--- src/rtl/instruction_encoder.sv ---
// instruction_encoder: packs register/immediate instruction fields into 16-bit words
// and queues them in a DEPTH-entry FIFO toward a downstream decoder.
module instruction_encoder #(
    parameter int DEPTH = 4
) (
    input  logic                     clock,
    input  logic                     reset,
    input  logic                     enable,
    input  logic                     in_valid,
    output logic                     in_ready,
    input  logic                     fmt_imm,
    input  logic [3:0]               opcode,
    input  logic [2:0]               rDadrs,
    input  logic                     flag,
    input  logic [2:0]               rAadrs,
    input  logic [2:0]               rBadrs,
    input  logic [7:0]               imm,
    output logic [15:0]              instruct,
    output logic                     out_valid,
    input  logic                     out_ready,
    output logic [$clog2(DEPTH):0]   count
);
    localparam int AW = $clog2(DEPTH);
    localparam logic [AW:0] FULL = (AW+1)'(DEPTH);

    logic [15:0]   mem_q [DEPTH];
    logic [15:0]   mem_d [DEPTH];
    logic [AW-1:0] wp_q, wp_d, rp_q, rp_d;
    logic [AW:0]   cnt_q, cnt_d;
    logic [15:0]   word;
    logic          push, pop;

    always_comb begin
        word      = {opcode, rDadrs, flag, fmt_imm ? imm : {rAadrs, rBadrs, 2'b00}};
        // reset is folded in so in_ready drops the instant reset asserts
        in_ready  = enable && !reset && (cnt_q < FULL);
        out_valid = enable && (cnt_q != '0);
        push      = in_valid && in_ready;
        pop       = out_valid && out_ready;
        mem_d     = mem_q;
        if (push) mem_d[wp_q] = word;
        wp_d      = push ? wp_q + 1'b1 : wp_q;
        rp_d      = pop ? rp_q + 1'b1 : rp_q;
        cnt_d     = (push && !pop) ? cnt_q + 1'b1 : (pop && !push) ? cnt_q - 1'b1 : cnt_q;
        instruct  = mem_q[rp_q];
        count     = cnt_q;
    end

    always_ff @(posedge clock or posedge reset) begin
        if (reset) begin
            wp_q  <= '0;
            rp_q  <= '0;
            cnt_q <= '0;
            for (int i = 0; i < DEPTH; i++) mem_q[i] <= '0;
        end else begin
            wp_q  <= wp_d;
            rp_q  <= rp_d;
            cnt_q <= cnt_d;
            mem_q <= mem_d;
        end
    end
endmodule
--- config.mk ---
export PLATFORM = sky130hd
export DESIGN_NAME = instruction_encoder
export DESIGN_NICKNAME = d
export VERILOG_FILES = /design/src/rtl/instruction_encoder.sv
export SDC_FILE = /design/constraint.sdc
export NUM_CORES = 1
export LEC_CHECK = 0
export ABC_AREA = 1
export BUFFER_PORTS_ARGS = -buffer_cell sky130_fd_sc_hd__buf_2
export CAP_MARGIN = 20
export CORE_MARGIN = 2
export CORE_UTILIZATION = 50
export CTS_CLUSTER_SIZE = 10
export DETAILED_ROUTE_END_ITERATION = 8
export HOLD_SLACK_MARGIN = 0.1
export PLACE_DENSITY = 0.71
export SYNTH_ARGS = -nofsm -noshare
export SYNTH_HDL_FRONTEND = slang
export SYNTH_SLANG_ARGS = --single-unit
export TNS_END_PERCENT = 10
--- constraint.sdc ---
create_clock -name clock -period 3 [get_ports clock]
set_input_delay 0.6 -clock clock [delete_from_list [all_inputs] [get_ports clock]]
set_output_delay 0.6 -clock clock [all_outputs]
set_load 0.1 [all_outputs]
==> results of run 1 <==
==> layout make-up <==
class	instances	area (um^2)
fillers	652	2780
flip-flops and latches	71	1780
multi-input cells	326	1470
repair buffers	58	328
clock buffers	10	138
well taps	80	100
inverters	26	97.6
clock inverters	6	68.8
==> placed cells by master (no fill, tap or decap), types with 2 or more instances in the layout <==
master | synthesis | layout
clkinv_4 | 0 | 2
buf_4 | 0 | 9
buf_2 | 3 | 48
nor2_1 | 32 | 32
nand2_1 | 211 | 211
o21ai_0 | 40 | 40
clkbuf_8 | 1 | 10
dfrtp_1 | 71 | 71
nor2_4 | 5 | 5
inv_1 | 26 | 25
nand3_1 | 4 | 4
nand4_1 | 7 | 7
o22ai_1 | 16 | 16
ha_1 | 5 | 5
==> sequential cells by signal, summed over array words and instances, names as in the netlist <==
signal  flops
rp_q        2
count       3
mem_q      64
wp_q        2
==> worst max-delay path by stage <==
stage	to	slack (ns)
4_1_cts	instruct[5]	0.46
6_report	instruct[5]	0.48
2_1_floorplan	out_valid	-0.41
3_5_place_dp	count[2]$_DFFE_PP0P_	0.77
5_1_grt	instruct[6]	0.32
3_3_place_gp	count[2]$_DFFE_PP0P_	0.80
==> through the flow <==
step	worst slack (ns)	hold WS [ns]	util, %	std cells
2_1_floorplan	-0.409	0.444	-	442
3_3_place_gp	0.796	0.456	55.8	561
3_5_place_dp	0.771	0.460	55.8	561
4_1_cts	0.456	0.391	58.8	577
5_1_grt	0.325	0.423	58.8	577
6_report	0.476	0.379	58.8	577
==> logic make-up after synthesis <==
kind of cell / Yosys count / share of synthesized area [%]
AOI/OAI and AO/OA: 57 / 8.79
xor gates and xnor gates: 2 / 0.502
adders and majority gates: 6 / 2.37
buffers and inverters: 45 / 7.17
DFF: 71 / 50.9
and+or+nand+nor: 261 / 30.2
==> synthesized netlist by cell type <==
cell      number
a31oi_1        1
buf_1          1
buf_2          3
buf_6          9
clkbuf_1       5
clkbuf_8       1
dfrtp_1       71
fa_1           1
ha_1           5
inv_1         26
nand2_1      211
nand3_1        4
nand3_4        1
nand4_1        7
nor2_1        32
nor2_4         5
nor3_1         1
o21ai_0       40
o22ai_1       16
xnor2_1        1
xor2_1         1
==> metal layers <==
metal | vias to the layer above | global-route usage (%) | share of wire [%]
met1 | 1460 | 33.0 | 46
met4 | 0 | 8.39 | 1.2
li1 | 1492 | - | -
met5 | - | 0 | 0
met2 | 89 | 40.1 | 47
met3 | 9 | 4.45 | 6.0
==> metrics.md, run 1 <==
| Metric | Value |
|---|---|
| Status | `finished clean` |
| Delay-heaviest family, CP | `buffers and inverters` |
| Vias in the first global route | `3004` |
| Achievable Freq | `396 MHz` |
| Final Wtd Congestion | `0.818` |
| Final Hold Fails | `0` |
| CP Cell Sequence | `inv_1 > buf_12 > o21ai_0 > o22ai_1 > buf_2` |
| Critical path arrival | `1.92 ns` |
| CP Launch Point | `rp_q[0]$_DFFE_PP0P_` |
| 1st-iter DRT viols | `159` |
| Total grt overflow | `0` |
| Worst clock skew | `0.00848 ns` |
| Share of the clock period used by the worst path | `84.1%` |
| Worst setup EP type | `output port` |
| Worst Reg-to-Reg Cells | `10` |
| Dpl hpwl | `5.36 mm` |
| Worst slew pin tran | `0.651 ns` |
| FF+latch count, synth | `71` |
| Io pins | `49` |
| Setup tns final | `0 ns` |
| CTS Hold Buffers Added | `0` |
| Mapped Cells | `442` |
| Yosys Warn Count | `0` |
| Post-CTS Repair Setup Buffers | `0` |
| Netlist Area Pre-Place | `3490 um^2` |
| Reg2reg setup slack | `1.03 ns` |
| # resized after CTS | `0` |
| DRT antenna net count | `0` |
| WL per Instance | `14.6 um` |
| Post-DP Area | `3770 um^2` |
| Initial antenna violation count | `0` |
| Worst min-delay path class | `primary input to asynchronous set/reset pin` |
| Max H-tree Level | `3` |
| Clock Sinks | `71` |
| First-pass GRT wire length | `14.3 mm` |
| Die Height | `87.5 um` |
| Max-slew violations | `0` |
| Syn_nets | `476` |
| Distinct cells, synth | `21` |
| Setup violators final | `0` |
| Synth area leaders | `dfrtp_1 51%, nand2_1 23%, o21ai_0 5.7%` |
| Crit path max fanout | `26` |
| Critical path buffer and inverter count | `3` |
| Ant. Diodes | `0` |
| Final Cell Area | `3980 um^2` |
| Total die area | `7660 um^2` |
| Worst-Skew Late Latency | `0.35 ns` |
| Residual DRC count | `0` |
| All-layer global routing usage | `24.5%` |
| RSZ-0062 raised after global routing | `no` |
| Post-Synthesis Mean Instance Area | `7.89 um^2` |
| Clock Tree Buf Depth | `2` |
| Synth-to-Final Area Change | `14.0%` |
| Reg-to-reg endpoint | `count[2]$_DFFE_PP0P_` |
| Core ar. | `6760 um^2` |
| Initial DRT Pass Iterations | `4` |
| RR Startpoint | `count[2]$_DFFE_PP0P_` |
| CP max stage delay | `0.46 ns` |
| CP required | `2.40 ns` |
| Vias after detailed routing | `3050` |
| Starting Density | `51.6%` |
| Worst Setup Path Type | `flop to output port` |
| Worst Setup Start Kind | `flop` |
| Drt total wl | `8.45 mm` |
| Vias per cell | `5.29` |
| Num CTS Buffers | `9` |
| Die X | `87.5 um` |
| Post-route minimum period | `2.52 ns` |
| Synth top area share | `50.9%` |
| Clock Pin Slew Worst Setup and Hold Paths | `0.08 ns` |
| Area leader, netlist | `dfrtp_1` |
| CTS tree | `yes` |
| Worst rel slew slack | `56.5%` |
| WP depth | `5` |
| Port-buffer cells | `48` |
| Num rows | `30` |
| Largest net degree at the start of global routing | `35` |
| Root buf cell | `clkbuf_8` |
| Max cap viols | `0` |
| Fin nets | `526` |
| Slowest-stage cell, CP | `buf_2` |
| Seq/Total Area, Yosys | `50.9%` |
| Share of layout cells above drive strength 1 | `16.5%` |
Power of run 1 is not shown: default switching activity piles up to over one toggle a cycle in this logic, so the estimate is an artifact.
==> run 2, diff against run 1 <==
==> constraint.sdc (replaced) <==
create_clock -name clock -period 2.6 [get_ports clock]
set_input_delay 0.52 -clock clock [delete_from_list [all_inputs] [get_ports clock]]
set_output_delay 0.52 -clock clock [all_outputs]
set_load 0.1 [all_outputs]
==> run 2 against run 1 <==
- via count decreased by 1.2%
- worst setup slack worse by 0.32 ns
- die area did not move
- sequential share of layout area down 0.58 points
- worst hold slack got worse by 0.083 ns
- wire length grew 1.6%
- non-clock buffer count up 2
- global-route usage grew 0.26 points
- critical path depth is the same
- flip-flop and latch count did not move
- clock skew is 0.0015 ns lower
- register-to-register slack got worse by 0.42 ns
- critical path type unchanged
- highest routed layer unchanged
==> metrics.md, run 2 (synthesis gave the netlist of run 1 again) <==
| Metric | Value |
|---|---|
| Largest net degree at the start of global routing | `35 (unchanged)` |
| Port-buffer cells | `48 (unchanged)` |
| Largest Register | `mem_q (unchanged)` |
| Drt total wl | `8.58 mm (was 8.45 mm)` |
| Worst Setup Path Type | `flop to output port (unchanged)` |
| Reg2reg setup slack | `0.61 ns (was 1.03 ns)` |
| Io pins | `49 (unchanged)` |
| WL met1 | `4.05 mm (was 3.88 mm)` |
| Die Height | `87.5 um (unchanged)` |
| Vias in the first global route | `2981 (was 3004)` |
| Initial DRT Pass Iterations | `4 (unchanged)` |
| 1st-iter DRT viols | `230 (was 159)` |
| Status | `finished clean (unchanged)` |
| Total grt overflow | `0 (unchanged)` |
| Critical path arrival | `1.92 ns (about the same)` |
| Total die area | `7660 um^2 (unchanged)` |
| Root buf cell | `clkbuf_8 (unchanged)` |
| Placed cell count | `563 (was 561)` |
| Core Util, Final | `59.6% (was 58.8%)` |
| All-layer global routing usage | `24.8% (was 24.5%)` |
| Finished Layout Cells | `579 (was 577)` |
| Crit path max fanout | `14 (was 26)` |
| Worst-Skew Late Latency | `0.36 ns (was 0.35 ns)` |
| Slowest-stage cell, CP | `buf_2 (unchanged)` |
| Post-route minimum period | `2.44 ns` |
| Most frequent cells in the layout | `211 x nand2_1, 71 x dfrtp_1, 48 x buf_2 (unchanged)` |
| WL per Instance | `14.8 um (was 14.6 um)` |
| # resized after CTS | `0 (unchanged)` |
| Top Layer Used | `met4 (unchanged)` |
| Clock Tree Buf Depth | `2 (unchanged)` |
| Residual DRC count | `0 (unchanged)` |
| Die X | `87.5 um (unchanged)` |
| Final Wtd Congestion | `0.824 (was 0.818)` |
| Num CTS Buffers | `9 (unchanged)` |
| DRT antenna net count | `0 (unchanged)` |
| CP Cell Sequence | `inv_1 > buf_4 > nor2_1 > o22ai_1 > buf_2 (was inv_1 > buf_12 > o21ai_0 > o22ai_1 > buf_2)` |
| # fillers | `596 (was 652)` |
| Worst slew pin tran | `0.639 ns (was 0.651 ns)` |
| Max H-tree Level | `3 (unchanged)` |
| CP required | `2.08 ns (was 2.40 ns)` |
| RSZ-0062 raised after global routing | `no (unchanged)` |
| Clock Sinks | `71 (unchanged)` |
| CP max stage delay | `0.45 ns (was 0.46 ns)` |
| WL met2 | `4.05 mm (was 3.96 mm)` |
| Vias per cell | `5.21 (was 5.29)` |
| Vias after detailed routing | `3014 (was 3050)` |
| Worst Setup Start Kind | `flop (unchanged)` |
| Core ar. | `6760 um^2 (unchanged)` |
| Max-slew violations | `0 (unchanged)` |
| Max FFs per register | `64 (unchanged)` |
| Share of layout cells above drive strength 1 | `17.2% (was 16.5%)` |
| Worst min-delay path class | `primary input to asynchronous set/reset pin (unchanged)` |
| CTS Hold Buffers Added | `0 (unchanged)` |
| Dpl hpwl | `5.47 mm (was 5.36 mm)` |
| Worst rel slew slack | `57.4% (was 56.5%)` |
| Starting Density | `51.6% (unchanged)` |
| Worst clock skew | `0.00697 ns (was 0.00848 ns)` |
| Achievable Freq | `409 MHz` |
| Initial antenna violation count | `0 (unchanged)` |
| Met3 routed WL | `340 um (was 503 um)` |
| Num rows | `30 (unchanged)` |
| Final Hold Fails | `0 (unchanged)` |
| Fin nets | `528 (was 526)` |
| Worst setup EP type | `output port (unchanged)` |
| Commonest non-fill, non-tap cell in the layout | `nand2_1 (unchanged)` |
| Clock Pin Slew Worst Setup and Hold Paths | `0.08 ns (about the same)` |
| CTS tree | `yes (unchanged)` |
| Ant. Diodes | `0 (unchanged)` |
| Synth-to-Final Area Change | `15.5% (was 14.0%)` |
| Max cap viols | `0 (unchanged)` |
| Setup violators final | `0 (unchanged)` |
| First-pass GRT wire length | `14.4 mm (was 14.3 mm)` |
| Share of the clock period used by the worst path | `94.0%` |
| Post-CTS Repair Setup Buffers | `0 (unchanged)` |
## run 2: cell types whose count changed in the layout (fill, tap and decap cells not counted), sizes merged
cell	delta
clkbuf	+1
clkinvlp	+1
inv	-1
buf	+2
clkinv	-2
bufinv	+1
## run 2: critical path, delay by kind of cell, from the launching register on
family	cells	cell delay (ns)
buf+inv	3	0.97
flops	1	0.38
compound gates	1	0.16
simple gates	1	0.06
## run 2: area by class of cell
class	instances	area (um^2)	area share [%]
clock buffer	11	151	3.76
clock inverter	5	80.1	1.99
sequential	71	1780	44.1
multi-input combinational	326	1480	36.7
timing repair buffer	60	343	8.51
inverter	26	97.6	2.42
tap	80	100	2.49
## run 2: path summary, 6_finish.rpt
| kind | from | endpoint | depth (start not counted) |
|---|---|---|---|
| max in group asynchronous | reset | mem_q[11]$_DFFE_PP0P_ | 3 |
| max | rp_q[0]$_DFFE_PP0P_ | instruct[13] | 5 |
| min | reset | mem_q[38]$_DFFE_PP0P_ | 2 |
| min in group clock | opcode[2] | mem_q[30]$_DFFE_PP0P_ | 3 |
| min reg2reg | mem_q[37]$_DFFE_PP0P_ | mem_q[37]$_DFFE_PP0P_ | 2 |
| max reg2reg | count[2]$_DFFE_PP0P_ | count[2]$_DFFE_PP0P_ | 10 |
## run 2: routing by layer
metal  GRT usage (%)  up-vias
met1            34.0     1433
met5               0        -
met2            39.3       71
li1                -     1496
met3            3.51       14
met4            11.0        0
## run 2: through the flow
stage / worst slack, ns / hold WS (ns) / cell area (um^2) / setup TNS [ns]
2_1_floorplan: -0.305 / 0.444 / 3510 / -4.36
3_3_place_gp: 0.517 / 0.456 / 3800 / 0
3_5_place_dp: 0.446 / 0.461 / 3800 / 0
5_1_grt: 0.0202 / 0.345 / 4030 / 0
4_1_cts: 0.127 / 0.302 / 4030 / 0
6_report: 0.156 / 0.296 / 4030 / 0
Power of run 2 is left out for the same reason.
==> run 3, diff against run 2 <==
--- a/config.mk
+++ b/config.mk
@@ -5,10 +5,9 @@
 export SDC_FILE = /design/constraint.sdc
 export NUM_CORES = 1
 export LEC_CHECK = 0
-export ABC_AREA = 1
 export BUFFER_PORTS_ARGS = -buffer_cell sky130_fd_sc_hd__buf_2
 export CAP_MARGIN = 20
-export CORE_MARGIN = 2
+export CORE_MARGIN = 5
 export CORE_UTILIZATION = 50
 export CTS_CLUSTER_SIZE = 10
 export DETAILED_ROUTE_END_ITERATION = 8
==> constraint.sdc (replaced) <==
create_clock -name clock -period 2.7 [get_ports clock]
set_input_delay 0.54 -clock clock [delete_from_list [all_inputs] [get_ports clock]]
set_output_delay 0.54 -clock clock [all_outputs]
set_load 0.1 [all_outputs]
==> run 3 against run 2 <==
- wire length shrank 28%
- register-to-register slack improved by 0.11 ns
- die area increased by 15%
- worst hold slack gained 0.0075 ns
- global-route usage is 9.4 points lower
- final cell count fell by 39%
- critical endpoint is now instruct[9]
- clock skew is 0.0065 ns higher
==> metrics.md, run 3 <==
| Metric | Value |
|---|---|
| Seq/Total Area, Yosys | `50.6% (was 50.9%)` |
| Clock Sinks | `71 (unchanged)` |
| DRT antenna net count | `0 (unchanged)` |
| Final Cell Area | `4010 um^2 (was 4030 um^2)` |
| CP required | `2.16 ns (was 2.08 ns)` |
| # fillers | `555 (was 596)` |
| Synth top area share | `50.6% (was 50.9%)` |
| Initial DRT Pass Iterations | `4 (unchanged)` |
| Worst min-delay path class | `primary input to asynchronous set/reset pin (unchanged)` |
| Num CTS Buffers | `9 (unchanged)` |
| Distinct cells, synth | `21 (unchanged)` |
| Yosys Warn Count | `0 (unchanged)` |
| Worst Setup Start Kind | `flop (unchanged)` |
| Final Wtd Congestion | `0.733 (was 0.824)` |
| Achievable Freq | `401 MHz` |
| Max FFs per register | `64 (unchanged)` |
| Ant. Diodes | `0 (unchanged)` |
| Total grt overflow | `0 (unchanged)` |
| Largest Register | `mem_q (unchanged)` |
| WL per Instance | `17.6 um (was 14.8 um)` |
| Dpl hpwl | `4.13 mm (was 5.47 mm)` |
| Max-slew violations | `0 (unchanged)` |
| Max cap viols | `0 (unchanged)` |
| Most frequent cells in the layout | `71 x dfrtp_1, 48 x buf_2, 40 x mux2_4 (was 211 x nand2_1, 71 x dfrtp_1, 48 x buf_2)` |
| Worst clock skew | `0.0135 ns (was 0.00697 ns)` |
| All-layer global routing usage | `15.3% (was 24.8%)` |
| First-pass GRT wire length | `10.3 mm (was 14.4 mm)` |
| Placement Setup Slack | `0.543 ns (was 0.446 ns)` |
| Commonest non-fill, non-tap cell in the layout | `dfrtp_1 (was nand2_1)` |
| Die X | `93.8 um (was 87.5 um)` |
| Max H-tree Level | `3 (unchanged)` |
| Die Height | `93.8 um (was 87.5 um)` |
| Synth area leaders | `dfrtp_1 51%, mux2_4 17%, mux4_2 10% (was dfrtp_1 51%, nand2_1 23%, o21ai_0 5.7%)` |
| Synth-to-Final Area Change | `14.0% (was 15.5%)` |
| Largest net degree at the start of global routing | `72 (was 35)` |
| FF+latch count, synth | `71 (unchanged)` |
| Vias per cell | `5.15 (was 5.21)` |
| Fin worst setup slack | `0.204 ns (was 0.156 ns)` |
| Core ar. | `6830 um^2 (was 6760 um^2)` |
| CTS tree | `yes (unchanged)` |
| Num rows | `30 (unchanged)` |
| Top cells by count, synth | `71 x dfrtp_1, 40 x mux2_4, 31 x mux2_2 (was 211 x nand2_1, 71 x dfrtp_1, 40 x o21ai_0)` |
| Async set-reset flop share out of synthesis | `100% (unchanged)` |
| Syn_nets | `232 (was 476)` |
| Netlist Area Pre-Place | `3510 um^2 (was 3490 um^2)` |
| Setup violators final | `0 (unchanged)` |
| Most numerous cell in the Yosys netlist | `dfrtp_1 (was nand2_1)` |
| Share of the clock period used by the worst path | `92.4%` |
| Residual DRC count | `0 (unchanged)` |
| Critical path arrival | `1.96 ns (was 1.92 ns)` |
| Port-buffer cells | `48 (unchanged)` |
| Setup tns final | `0 ns (unchanged)` |
| Post-CTS Repair Setup Buffers | `0 (unchanged)` |
| Drt total wl | `6.22 mm (was 8.58 mm)` |
| Post-route minimum period | `2.50 ns` |
| Share of layout cells above drive strength 1 | `64.3% (was 17.2%)` |
| Clock Pin Slew Worst Setup and Hold Paths | `0.08 ns (about the same)` |
| Final Hold Fails | `0 (unchanged)` |
| Area leader, netlist | `dfrtp_1 (unchanged)` |
| # resized after CTS | `0 (unchanged)` |
| Vias in the first global route | `2009 (was 2981)` |
| Worst-Skew Late Latency | `0.34 ns (was 0.36 ns)` |
| Vias after detailed routing | `1823 (was 3014)` |
| Root buf cell | `clkbuf_8 (unchanged)` |
| Worst slew pin tran | `0.578 ns (was 0.639 ns)` |
| Status | `finished clean (unchanged)` |
| 1st-iter DRT viols | `78 (was 230)` |
| Worst Reg-to-Reg Cells | `8 (was 10)` |
| Worst Setup Path Type | `flop to output port (unchanged)` |
| Initial antenna violation count | `0 (unchanged)` |
| Clock Tree Buf Depth | `2 (unchanged)` |
| Post-DP Area | `3810 um^2 (was 3800 um^2)` |
| Reg2reg setup slack | `0.72 ns (was 0.61 ns)` |
| Mapped Cells | `198 (was 442)` |
| Main flop type after synthesis | `dfrtp_1 (unchanged)` |
| Total die area | `8800 um^2 (was 7660 um^2)` |
| CTS Hold Buffers Added | `0 (unchanged)` |
| Starting Density | `51.4% (was 51.6%)` |
| Post-synth EDFFs | `0 (unchanged)` |
| Worst setup EP type | `output port (unchanged)` |
| Hold Slack | `0.304 ns (was 0.296 ns)` |
| Io pins | `49 (unchanged)` |
| Post-Synthesis Mean Instance Area | `17.7 um^2 (was 7.89 um^2)` |
| RSZ-0062 raised after global routing | `no (unchanged)` |
| Crit path max fanout | `10 (was 14)` |
| Worst rel slew slack | `61.4% (was 57.4%)` |
| Fin nets | `287 (was 528)` |
==> run 3: cell count changes after synthesis, sizes merged, moves of 4 or more <==
cell and delta:
clkbuf -6, nand4 -7, mux4 +16, nand3 -4
nand2 -205, nor2 -36, mux2 +71, inv -22
o22ai -16, o21ai -39
==> run 3: kinds of logic (layout without fill, tap and decap cells) <==
family	after synthesis	count (layout)	synth area share, %
mux	87	87	37.3
flops	71	71	50.6
buf+inv	14	74	4.06
simple gates	12	12	3.85
fa+ha+maj	6	6	2.35
xor+xnor	6	6	1.50
compound gates	2	2	0.392
==> run 3: routing by layer <==
layer  vias up  GRT usage [%]  part of all wire, %
li1        834              -                    -
met1       949           20.8                   48
met2        35           24.1                   47
met3         5           3.13                  3.8
met4         0           6.50                  1.0
met5         -              0                    0
==> run 3: area by class of cell <==
class                      instances  area, um^2  share of cell area, %
sequential                        71        1780                   44.3
inverter                           4        15.0                  0.375
tap                               96         120                   3.00
multi-input combinational        113        1600                   39.9
clock buffer                      10         138                   3.44
timing repair buffer              54         298                   7.43
clock inverter                     6        60.1                   1.50
==> run 3: final timing paths <==
| kind | startpoint | to |
|---|---|---|
| hold / removal | reset | mem_q[35]$_DFFE_PP0P_ |
| min in group clock | opcode[3] | mem_q[47]$_DFFE_PP0P_ |
| setup / recovery | rp_q[1]$_DFFE_PP0P_ | instruct[9] |
| hold reg to reg | mem_q[10]$_DFFE_PP0P_ | mem_q[10]$_DFFE_PP0P_ |
| max in group asynchronous | reset | mem_q[50]$_DFFE_PP0P_ |
| setup reg to reg | count[0]$_DFFE_PP0P_ | count[2]$_DFFE_PP0P_ |
==> run 3: through the flow <==
step           utilization (%)  std cells
3_3_place_gp              55.8        338
4_1_cts                   58.6        354
2_1_floorplan                -        198
5_1_grt                   58.6        354
3_5_place_dp              55.8        338
6_report                  58.6        354
==> run 3: worst max-delay path: stages, from the launching register on <==
cell and delay (ns):
dfrtp_1 0.71, mux4_2 0.60, buf_2 0.31
Power of run 3 is left out for the same reason.
